## src/rtl/sweep_stimulus_gen.sv

```systemverilog
// sweep_stimulus_gen: stepped-frequency DDS sine source with optional LFSR noise.
// Control FSM steps the phase increment through a programmed sweep. A quarter-wave
// LUT and a two-register pipeline produce a saturated signed sample stream with
// aligned valid/strobe/index side-band.
module sweep_stimulus_gen #(
    parameter int DATA_WIDTH    = 16,
    parameter int N             = 32,
    parameter int LUT_ADDR_BITS = 8,
    parameter int DWELL_WIDTH   = 16,
    parameter int STEP_WIDTH    = 8,
    parameter int NOISE_SHIFT   = 4
) (
    input  logic                   clk,
    input  logic                   rst,
    input  logic                   start,
    input  logic                   abort,
    input  logic [N-1:0]           start_fcw,
    input  logic [N-1:0]           step_fcw,
    input  logic [STEP_WIDTH-1:0]  num_steps,
    input  logic [DWELL_WIDTH-1:0] dwell_cycles,
    input  logic                   loop_en,
    input  logic                   noise_en,
    output logic [DATA_WIDTH-1:0]  sample_out,
    output logic                   sample_valid,
    output logic                   busy,
    output logic                   step_strobe,
    output logic [STEP_WIDTH-1:0]  step_idx,
    output logic                   done
);

    localparam int LUT_DEPTH = 1 << LUT_ADDR_BITS;
    // Sum width: room for the wider of sine/noise plus sign growth.
    localparam int SW = ((DATA_WIDTH > 16) ? DATA_WIDTH : 16) + 2;
    localparam logic signed [SW-1:0] SAT_MAX = SW'((2 ** (DATA_WIDTH - 1)) - 1);
    localparam logic signed [SW-1:0] SAT_MIN = -SAT_MAX - 1;

    typedef enum logic [1:0] {
        S_IDLE = 2'd0,
        S_RUN  = 2'd1,
        S_DONE = 2'd2
    } state_t;

    // Elaboration-time sine: Taylor series is exact to double precision on [0, pi/2].
    function automatic int f_lut_val(input int idx);
        real x;
        real term;
        real acc;
        real amp;
        amp  = real'((2 ** (DATA_WIDTH - 1)) - 1);
        x    = (3.14159265358979323846 / 2.0) * (real'(idx) + 0.5) / real'(LUT_DEPTH);
        term = x;
        acc  = x;
        for (int k = 1; k < 12; k++) begin
            term = -term * x * x / real'((2 * k) * (2 * k + 1));
            acc  = acc + term;
        end
        return $rtoi(amp * acc + 0.5);
    endfunction

    logic [DATA_WIDTH-1:0] w_lut [LUT_DEPTH];

    for (genvar gi = 0; gi < LUT_DEPTH; gi++) begin : g_lut
        localparam int VAL = f_lut_val(gi);
        assign w_lut[gi] = VAL[DATA_WIDTH-1:0];
    end

    state_t r_state;
    state_t w_state_nxt;

    // Latched sweep configuration
    logic [N-1:0]           r_start_fcw;
    logic [N-1:0]           r_step_fcw;
    logic [STEP_WIDTH-1:0]  r_last_step;
    logic [DWELL_WIDTH-1:0] r_last_dwell;
    logic                   r_loop;
    logic                   r_noise_en;

    // Sweep state
    logic [N-1:0]           r_phase;
    logic [N-1:0]           r_fcw;
    logic [STEP_WIDTH-1:0]  r_step_cnt;
    logic [DWELL_WIDTH-1:0] r_dwell_cnt;
    logic [15:0]            r_lfsr;

    // Pipeline side-band; index 1 = LUT stage, index 2 = output stage, last[3] = done
    logic [2:1]                 r_vld_pipe;
    logic [2:1]                 r_stb_pipe;
    logic [2:1][STEP_WIDTH-1:0] r_idx_pipe;
    logic [3:1]                 r_last_pipe;
    logic [DATA_WIDTH-1:0]      r_lut;
    logic                       r_neg;
    logic [15:0]                r_noise;
    logic [DATA_WIDTH-1:0]      r_sample;

    logic w_busy;
    logic w_run;
    logic w_start_ok;
    logic w_flush;
    logic w_dwell_end;
    logic w_last_step;
    logic w_finish;

    logic [LUT_ADDR_BITS-1:0] w_a;
    logic [LUT_ADDR_BITS-1:0] w_addr;
    logic signed [15:0]       w_noise_sh;
    logic signed [SW-1:0]     w_sine_s;
    logic signed [SW-1:0]     w_noise_s;
    logic signed [SW-1:0]     w_sum;
    logic [DATA_WIDTH-1:0]    w_sat;

    // busy covers the pipeline drain and the done cycle so a new start never
    // overlaps samples of the previous sweep.
    assign w_busy      = (r_state != S_IDLE) | (|r_vld_pipe) | (|r_last_pipe);
    assign w_run       = (r_state == S_RUN);
    assign w_dwell_end = w_run && (r_dwell_cnt == r_last_dwell);
    assign w_last_step = (r_step_cnt == r_last_step);
    assign w_flush     = abort && w_busy;

    // State register
    always_ff @(posedge clk or posedge rst) begin
        if (rst) r_state <= S_IDLE;
        else     r_state <= w_state_nxt;
    end

    // Next-state and sweep control decode
    always_comb begin
        w_state_nxt = r_state;
        w_start_ok  = 1'b0;
        w_finish    = 1'b0;
        case (r_state)
            S_IDLE: begin
                if (start && !abort && !w_busy) begin
                    w_state_nxt = S_RUN;
                    w_start_ok  = 1'b1;
                end
            end
            S_RUN: begin
                if (abort) begin
                    w_state_nxt = S_IDLE;
                end else if (w_dwell_end && w_last_step && !r_loop) begin
                    w_state_nxt = S_DONE;
                    w_finish    = 1'b1;
                end
            end
            S_DONE:  w_state_nxt = abort ? S_IDLE : S_IDLE;
            default: w_state_nxt = S_IDLE;
        endcase
    end

    // Config latch, phase accumulator, FCW stepping and dwell/step counters
    always_ff @(posedge clk or posedge rst) begin
        if (rst) begin
            r_start_fcw  <= '0;
            r_step_fcw   <= '0;
            r_last_step  <= '0;
            r_last_dwell <= '0;
            r_loop       <= 1'b0;
            r_noise_en   <= 1'b0;
            r_phase      <= '0;
            r_fcw        <= '0;
            r_step_cnt   <= '0;
            r_dwell_cnt  <= '0;
        end else if (w_start_ok) begin
            r_start_fcw  <= start_fcw;
            r_step_fcw   <= step_fcw;
            r_last_step  <= (num_steps == '0) ? '0 : num_steps - 1'b1;
            r_last_dwell <= (dwell_cycles == '0) ? '0 : dwell_cycles - 1'b1;
            r_loop       <= loop_en;
            r_noise_en   <= noise_en;
            r_phase      <= '0;
            r_fcw        <= start_fcw;
            r_step_cnt   <= '0;
            r_dwell_cnt  <= '0;
        end else if (w_run && !abort) begin
            r_phase <= r_phase + r_fcw;
            if (w_dwell_end) begin
                r_dwell_cnt <= '0;
                if (w_last_step) begin
                    // Loop wrap: phase keeps running so the sweep stays continuous
                    r_fcw      <= r_start_fcw;
                    r_step_cnt <= '0;
                end else begin
                    r_fcw      <= r_fcw + r_step_fcw;
                    r_step_cnt <= r_step_cnt + 1'b1;
                end
            end else begin
                r_dwell_cnt <= r_dwell_cnt + 1'b1;
            end
        end
    end

    // Galois LFSR x^16+x^14+x^13+x^11+1, free-running while the FSM is active
    always_ff @(posedge clk or posedge rst) begin
        if (rst)                    r_lfsr <= 16'hACE1;
        else if (r_state != S_IDLE) r_lfsr <= {1'b0, r_lfsr[15:1]} ^ (r_lfsr[0] ? 16'hB400 : 16'h0000);
    end

    // Quadrant folding: odd quadrants read the table mirrored
    assign w_a    = r_phase[N-3 -: LUT_ADDR_BITS];
    assign w_addr = r_phase[N-2] ? ~w_a : w_a;

    assign w_noise_sh = $signed(r_noise) >>> NOISE_SHIFT;

    // Sign, noise add and saturation for the output stage
    always_comb begin
        w_sine_s = $signed({{(SW-DATA_WIDTH){1'b0}}, r_lut});
        if (r_neg) w_sine_s = -w_sine_s;
        w_noise_s = r_noise_en ? $signed({{(SW-16){w_noise_sh[15]}}, w_noise_sh}) : '0;
        w_sum     = w_sine_s + w_noise_s;
        w_sat     = w_sum[DATA_WIDTH-1:0];
        if (w_sum > SAT_MAX)      w_sat = SAT_MAX[DATA_WIDTH-1:0];
        else if (w_sum < SAT_MIN) w_sat = SAT_MIN[DATA_WIDTH-1:0];
    end

    // Two-stage sample pipeline with side-band; abort discards everything in flight
    always_ff @(posedge clk or posedge rst) begin
        if (rst) begin
            r_vld_pipe  <= '0;
            r_stb_pipe  <= '0;
            r_idx_pipe  <= '0;
            r_last_pipe <= '0;
            r_lut       <= '0;
            r_neg       <= 1'b0;
            r_noise     <= '0;
            r_sample    <= '0;
        end else if (w_flush) begin
            r_vld_pipe  <= '0;
            r_stb_pipe  <= '0;
            r_idx_pipe  <= '0;
            r_last_pipe <= '0;
            r_sample    <= '0;
        end else begin
            r_vld_pipe[1]  <= w_run;
            r_stb_pipe[1]  <= w_run && (r_dwell_cnt == '0);
            r_idx_pipe[1]  <= w_run ? r_step_cnt : '0;
            r_last_pipe[1] <= w_finish;
            r_lut          <= w_lut[w_addr];
            r_neg          <= r_phase[N-1];
            r_noise        <= r_lfsr;

            r_vld_pipe[2]    <= r_vld_pipe[1];
            r_stb_pipe[2]    <= r_stb_pipe[1];
            r_idx_pipe[2]    <= r_idx_pipe[1];
            r_last_pipe[3:2] <= r_last_pipe[2:1];
            r_sample         <= r_vld_pipe[1] ? w_sat : '0;
        end
    end

    assign sample_out   = r_sample;
    assign sample_valid = r_vld_pipe[2];
    assign step_strobe  = r_stb_pipe[2];
    assign step_idx     = r_idx_pipe[2];
    assign done         = r_last_pipe[3];
    assign busy         = w_busy;

endmodule

```

## config.mk

```make
export PLATFORM = sky130hd
export DESIGN_NAME = sweep_stimulus_gen
export DESIGN_NICKNAME = d
export VERILOG_FILES = /design/src/rtl/sweep_stimulus_gen.sv
export SDC_FILE = /design/constraint.sdc
export NUM_CORES = 1
export LEC_CHECK = 0
export BUFFER_PORTS_ARGS = -buffer_cell sky130_fd_sc_hd__buf_2
export CAP_MARGIN = 0
export CORE_MARGIN = 2
export CORE_UTILIZATION = 40
export CTS_BUF_LIST = sky130_fd_sc_hd__clkbuf_4
export DETAILED_ROUTE_END_ITERATION = 8
export GPL_TIMING_DRIVEN = 0
export SLEW_MARGIN = 15
export SYNTH_ARGS = -nofsm -noshare
export SYNTH_HDL_FRONTEND = slang
export SYNTH_SLANG_ARGS = --single-unit
```

## constraint.sdc

```tcl
create_clock -name clk -period 22.6 [get_ports clk]
set_clock_uncertainty 0.1 [all_clocks]
set_input_delay 2.26 -clock clk [delete_from_list [all_inputs] [get_ports clk]]
set_output_delay 2.26 -clock clk [all_outputs]
set_load 0.02 [all_outputs]
```

==> metrics.yaml, run 1 <==
numClockSinks: 263
synth-seq-area-share_pct: 33.62
worstPathRequired_ns: 23.17
initial_utilization_pct: 40.31
netlist_instances: 2463
core-area_um2: 48650
dpl.hpwl_um: 68380
postSynth.asyncResetShare_pct: 100.0
grt_first_pass_wirelength_um: 132600
syn-num-nets: 2662
timing.critical_path.cells: "buf_2 -> xor2_2 -> clkinv_1 -> ha_1 -> clkbuf_1 -> nor2_1 -> nand2_1 -> a21oi_1 -> nor4_1 -> a2111oi_1 -> nor3_1 -> a31oi_1 -> a21oi_1"
critical-path-max-stage-delay_ns: 0.97
postLayoutCoreUtil_pct: 45.29
cts.htree.levels: 3
place_congestion: 1.056
path_type_of_the_worst_min_delay_path: "reg -> reg"
timing.max_cap.violations: 0
synth_top_area_cell: "dfrtp_1"
most_frequently_used_cell_type_in_the_post_synthesis_netlist: "nand2_1"
nNetsFinal: 2865
die_height_um: 225.4
tritoncts: "built"
io_pins: 122
synth-seq-cells: 263
critical_path.max_fanout: 13
grt_max_degree: 108
antenna_violating_nets_remaining: 0
finish.instance_area_um2: 22030
netlist_top_cells_area: "dfrtp_1 (33%), nand2_1 (8.1%), ha_1 (6.5%)"
syn_area_per_cell_um2: 7.961
clk_pin_slew_ns: 0.07
via_per_inst: 6.233
clock_latency_ns: 0.80
worst_path_max_delay_cell: "a2111oi_1"
floorplan.die_area_um2: 50810
port_buffers: 121
max_freq_mhz: 156.2
top_usage_layer: "met2"
ctsRootBufferMaster: "clkbuf_4"
fp.dieW_um: 225.4
postCtsHoldBufs: 0
cts_inserted_buffers: 76
antenna_violations_before_repair: 4
rsz_0062_raised_after_global_routing: "no"
synth.cell_area_um2: 19610
hold_violations: 0
setup.worst_path.class: "reg -> reg"
setup_tns_ns: 0
post-cts-setup-buffer-count: 0
placementRows: 81
layout_worst_path_cycle_share_pct: 28.33
ys.flop_type: "dfrtp_1"
number_of_global_route_vias_before_repair: 20187
clock_tree.buffer_depth: 3
setup_viol: 0
placed_area_um2: 21100
wl_per_cell_um: 27.20
cp-start-kind: "flip-flop"
worst_pin_slew_ns: 1.321
met3_track_demand_over_resource_pct: 6.936
worst_path_most_repeated_cell: "a21oi_1"
met1_usage_pct: 45.81
residual_overflow_from_global_routing: 0
groute.layer.met2.usage_pct: 56.19
cts.repair.resized: 0
finalMaxSlewViolations: 0
detailedRoute.firstIterationViolations: 2061
final_period_minus_worst_setup_slack_ns: 6.404
outcome: "completed"
dr.pass1.iters: 6
synth-edff-count: 0
route.final.wire_length_um: 90870
routed-via-count: 20823
syn_to_final_growth_pct: 12.37
cp-end-kind: "flip-flop"
total_track_usage_pct: 35.53
drc_violations_left: 0
worst-endpoint-arrival_ns: 6.97
synth_top_area_share_pct: 32.54
yosysWarningCount: 0
drive_above_1_share_pct: 12.49
post_synth_most_frequent_cells: "nand2_1 (425), dfrtp_1 (255), o21ai_0 (244), nor2_1 (198), a21oi_1 (156)"
synth.distinct_cells: 80
slew_headroom_pct: 11.64
fillerInstances: 4968
[critical path, delay by kind of cell, from the launching register on]
family | cells | cell delay (ns)
simple gates | 4 | 1.52
fa+ha+maj | 1 | 0.45
flops | 1 | 0.35
compound gates | 4 | 1.63
buf+inv | 3 | 1.40
xor+xnor | 1 | 0.83
[cells in the final DEF, fill, tap and decap left out, drive strengths merged, types with 45 or more instances in the layout]
master,Yosys,routed
a21oi,157,157
nand2,427,427
nand3,63,63
nor3,60,60
xor2,60,60
clkbuf,129,233
o211ai,47,47
ha,102,102
buf,41,166
a31oi,45,45
dfrtp,255,255
xnor2,81,81
nor2,198,198
o21ai,258,258
[worst paths after layout]
check | startpoint | to | slack (ns) | depth (start not counted)
setup / recovery | r_phase[22]$_DFFE_PP0P_ | r_lut[3]$_DFFE_PP0N_ | 16.20 | 13
hold / removal | r_idx_pipe[6]$_DFF_PP0_ | step_idx[6]$_DFF_PP0_ | 0.35 | 1
setup reg to reg | r_phase[22]$_DFFE_PP0P_ | r_lut[3]$_DFFE_PP0N_ | 16.20 | 13
hold reg to reg | r_idx_pipe[6]$_DFF_PP0_ | step_idx[6]$_DFF_PP0_ | 0.35 | 1
max in group asynchronous | rst | sample_out[14]$_DFF_PP0_ | 19.60 | 4
min in group asynchronous | rst | r_dwell_cnt[12]$_DFFE_PP0P_ | 1.40 | 2
[final cells by class]
cell class | instances | area (um^2) | area share (%)
Tap cell | 622 | 778.2 | 3.532
Sequential cell | 263 | 6591 | 29.92
Timing Repair Buffer | 125 | 679.4 | 3.084
Buffer | 170 | 710.7 | 3.226
Inverter | 43 | 168.9 | 0.7667
Multi-Input combinational cell | 1987 | 12180 | 55.26
Antenna cell | 4 | 10.01 | 0.04543
Clock inverter | 23 | 137.6 | 0.6247
Clock buffer | 104 | 780.7 | 3.544
[through the flow]
step | instances | setup WS, ns | hold WS [ns]
6_report | 3341 | 16.20 | 0.3534
5_1_grt | 3338 | 16.23 | 0.3876
4_1_cts | 3337 | 16.49 | 0.3579
3_5_place_dp | 3210 | 16.49 | 0.3505
3_3_place_gp | 3206 | 10.16 | 0.3564
2_1_floorplan | 2463 | 13.01 | 0.3277
[per-layer routing]
| metal | part of all wire [%] | vias to the layer above |
|---|---|---|
| met5 | 0.013 | - |
| met4 | 5.5 | 2 |
| met3 | 7.7 | 252 |
| met2 | 45 | 1032 |
| met1 | 42 | 10206 |
| li1 | - | 9331 |
[flip-flops by register name (all words and copies together), names as in the netlist, 3 cells and up]
register and count:
r_dwell_cnt 16, r_fcw 32, r_idx_pipe 8, r_last_dwell 16
r_last_pipe 3, r_last_step 8, r_lfsr 16, r_lut 15
r_noise 12, r_phase 32, r_start_fcw 32, r_step_cnt 8
r_step_fcw 32, sample_out 16, step_idx 8
[kinds of logic (layout without fill, tap and decap cells)]
| kind of cell | Yosys count | count (layout) | synth area share [%] |
|---|---|---|---|
| muxes | 42 | 42 | 2.572 |
| buffers and inverters | 213 | 465 | 4.441 |
| xor gates and xnor gates | 141 | 141 | 6.471 |
| and+or+nand+nor | 923 | 923 | 20.98 |
| other | 0 | 4 | 0 |
| adders and majority gates | 105 | 105 | 6.815 |
| AOI/OAI and AO/OA | 776 | 776 | 25.11 |
| DFF | 263 | 263 | 33.62 |
Power of run 1 is left out: the tool's default activity adds up to more than one toggle a clock period on the data nets, which glitch-free logic cannot reach.
==> run 2, diff against run 1 <==
clock period = 5.32 ns   (was 22.6 ns; I/O delays follow)
==> run 2 against run 1 <==
The flow now finishes with violations (setup timing). Critical endpoint is now r_lut[8]$_DFFE_PP0N_. Register-to-register slack lost 16 ns. Largest cell class unchanged. Design area grew 5.2%. Maximum frequency grew 18%. Critical path type unchanged. Core utilization grew 2.4 points. Cell count grew 3.2%. Hold slack lost 0.24 ns. Setup slack lost 16 ns. Via count grew 2.5%. Sequential share of layout area shrank 1.5 points. Critical path depth shrank 1.
==> metrics.yaml, run 2 (synthesis gave the netlist of run 1 again) <==
critical_path.max_fanout: 16  # was 13
finalMaxSlewViolations: 0  # unchanged
residual_overflow_from_global_routing: 0  # unchanged
route.final.wire_length_um: 90150  # was 90870 um
mostFrequentLayoutCells: "nand2_1 (425), dfrtp_1 (255), o21ai_0 (244)"  # unchanged
final_period_minus_worst_setup_slack_ns: 5.418  # was 6.404 ns
length_in_cells_of_the_worst_reg_to_reg_path: 12  # was 13
timing.critical_path.cells: "clkbuf_1 -> xor2_1 -> clkbuf_2 -> ha_1 -> clkbuf_1 -> clkbuf_1 -> clkbuf_2 -> o21ai_0 -> a211oi_1 -> a311oi_1 -> a31oi_1 -> mux2_2"  # was buf_2 -> xor2_2 -> clkinv_1 -> ha_1 -> clkbuf_1 -> nor2_1 -> nand2_1 -> a21oi_1 -> nor4_1 -> a2111oi_1 -> nor3_1 -> a31oi_1 -> a21oi_1
place_congestion: 1.075  # was 1.056
initial_utilization_pct: 40.31  # unchanged
number_of_global_route_vias_before_repair: 20776  # was 20187
outcome: "finished with violations"  # was completed
io_pins: 122  # unchanged
port_buffers: 121  # unchanged
crit_path_from: "r_phase[23]$_DFFE_PP0P_"  # was r_phase[22]$_DFFE_PP0P_
cp-start-kind: "flip-flop"  # unchanged
syn_to_final_growth_pct: 18.24  # was 12.37%
fillerInstances: 4876  # was 4968
drive_above_1_share_pct: 12.66  # was 12.49%
max_freq_mhz: 184.6  # was 156.2 MHz
postLayoutCoreUtil_pct: 47.66  # was 45.29%
slew_headroom_pct: 20.03  # was 11.64%
rsz_0062_raised_after_global_routing: "no"  # unchanged
antenna_violations_before_repair: 8  # was 4
worst_path_max_delay_cell: "a211oi_1"  # was a2111oi_1
clock_latency_ns: 0.85  # was 0.80 ns
worst-endpoint-arrival_ns: 6.02  # was 6.97 ns
tritoncts: "built"  # unchanged
timing.max_cap.violations: 0  # unchanged
nNetsFinal: 2965  # was 2865
clk_pin_slew_ns: 0.07  # about the same
grt_first_pass_wirelength_um: 132600  # about the same
path_type_of_the_worst_min_delay_path: "in -> reg"  # was reg -> reg
cts_inserted_buffers: 75  # was 76
worst_path_most_repeated_cell: "clkbuf_1"  # was a21oi_1
mostFrequentLayoutCell: "nand2_1"  # unchanged
worstPathRequired_ns: 5.92  # was 23.17 ns
critical_r2r_launch: "r_phase[23]$_DFFE_PP0P_"  # was r_phase[22]$_DFFE_PP0P_
grt_max_degree: 39  # was 108
floorplan.die_area_um2: 50810  # unchanged
clock_tree.buffer_depth: 3  # unchanged
fin_ws_ns: -0.09784  # was 16.20 ns
drc_violations_left: 0  # unchanged
via_per_inst: 6.189  # was 6.233
setup.worst_path.class: "reg -> reg"  # unchanged
antenna_violating_nets_remaining: 0  # unchanged
total_track_usage_pct: 35.34  # was 35.53%
die_height_um: 225.4  # unchanged
layout.area.seq_um2: 6591  # unchanged
critical-path-max-stage-delay_ns: 0.65  # was 0.97 ns
r2r_slack_ns: -0.1  # was 16.20 ns
cp-end-kind: "flip-flop"  # unchanged
dpl.hpwl_um: 66880  # was 68380 um
multiInputGateArea_um2: 12190  # was 12180 um^2
violated_checks: "setup timing"
rr_endpoint: "r_lut[8]$_DFFE_PP0N_"  # was r_lut[3]$_DFFE_PP0N_
setup_viol: 2  # was 0
hold_violations: 0  # unchanged
core-area_um2: 48650  # unchanged
wl_per_cell_um: 26.15  # was 27.20 um
ctsRootBufferMaster: "clkbuf_4"  # unchanged
fp.dieW_um: 225.4  # unchanged
routed-via-count: 21334  # was 20823
worst_setup_path_endpoint: "r_lut[8]$_DFFE_PP0N_"  # was r_lut[3]$_DFFE_PP0N_
numClockSinks: 263  # unchanged
cts.htree.levels: 3  # unchanged
layout_worst_path_cycle_share_pct: 101.8  # was 28.33%
detailedRoute.firstIterationViolations: 2181  # was 2061
placementRows: 81  # unchanged
dr.pass1.iters: 6  # unchanged
worst_pin_slew_ns: 1.199  # was 1.321 ns
run 2: worst max-delay path: cells and delay by family (launching register included):
family / cells / cell delay [ns]
buffers and inverters: 5 / 2.41
AOI/OAI and AO/OA: 4 / 1.47
adders and majority gates: 1 / 0.57
DFF: 1 / 0.36
muxes: 1 / 0.24
xor gates and xnor gates: 1 / 0.16
run 2: stage by stage:
| stage | area [um^2] | setup WS, ns | setup TNS, ns | hold slack [ns] | cells |
|---|---|---|---|---|---|
| after floorplan | 19610 | 1.225 | 0 | 0.3277 | 2463 |
| after global routing | 23180 | 0.006012 | 0 | 0.1042 | 3445 |
| after global placement | 21000 | -0.6763 | -94.19 | 0.3496 | 3206 |
| final | 23180 | -0.09784 | -0.1817 | 0.1097 | 3447 |
| after CTS | 23170 | 0.06476 | 0 | 0.03090 | 3443 |
| after detailed placement | 21190 | -0.5212 | -1.387 | 0.3580 | 3215 |
run 2: layout make-up:
class                      count  share of cell area (%)
timing repair buffer         226                   7.480
buffer                       170                   3.141
clock buffer                 112                   3.627
clock inverter                20                  0.6476
tap                          622                   3.357
multi-input combinational   1987                   52.56
antenna                        4                 0.04317
sequential                   263                   28.43
inverter                      43                  0.7178
run 2: metal layers:
metal  wire length [um]  GRT usage (%)  up-vias
li1                   -              -     9548
met1              36780          44.94    10394
met2              40610          55.72     1097
met3               7276          7.366      295
met4               5481          20.27        0
met5                  0              0        -
run 2: worst min path at each step:
stage	slack (ns)	to	cells past startpoint	startpoint
after floorplan	0.33	r_stb_pipe[2]$_DFF_PP0_	1	r_stb_pipe[1]$_DFF_PP0_
after global placement	0.35	step_idx[2]$_DFF_PP0_	1	r_idx_pipe[2]$_DFF_PP0_
after detailed placement	0.36	step_idx[2]$_DFF_PP0_	1	r_idx_pipe[2]$_DFF_PP0_
after CTS	0.03	r_last_dwell[14]$_DFFE_PP0P_	5	dwell_cycles[15]
after global routing	0.10	r_last_dwell[15]$_DFFE_PP0P_	5	dwell_cycles[15]
final	0.11	r_last_dwell[14]$_DFFE_PP0P_	5	dwell_cycles[15]
run 2: repair_timing:
| action | CTS | global route |
|---|---|---|
| endpoints found under the hold margin | 175 | 0 |
| gates resized for setup | 6 | 5 |
| setup buffers | 0 | 0 |
| hold buffers | 96 | 0 |
| setup endpoints to repair | 8 | 2 |
Power of run 2 is left out for the same reason.
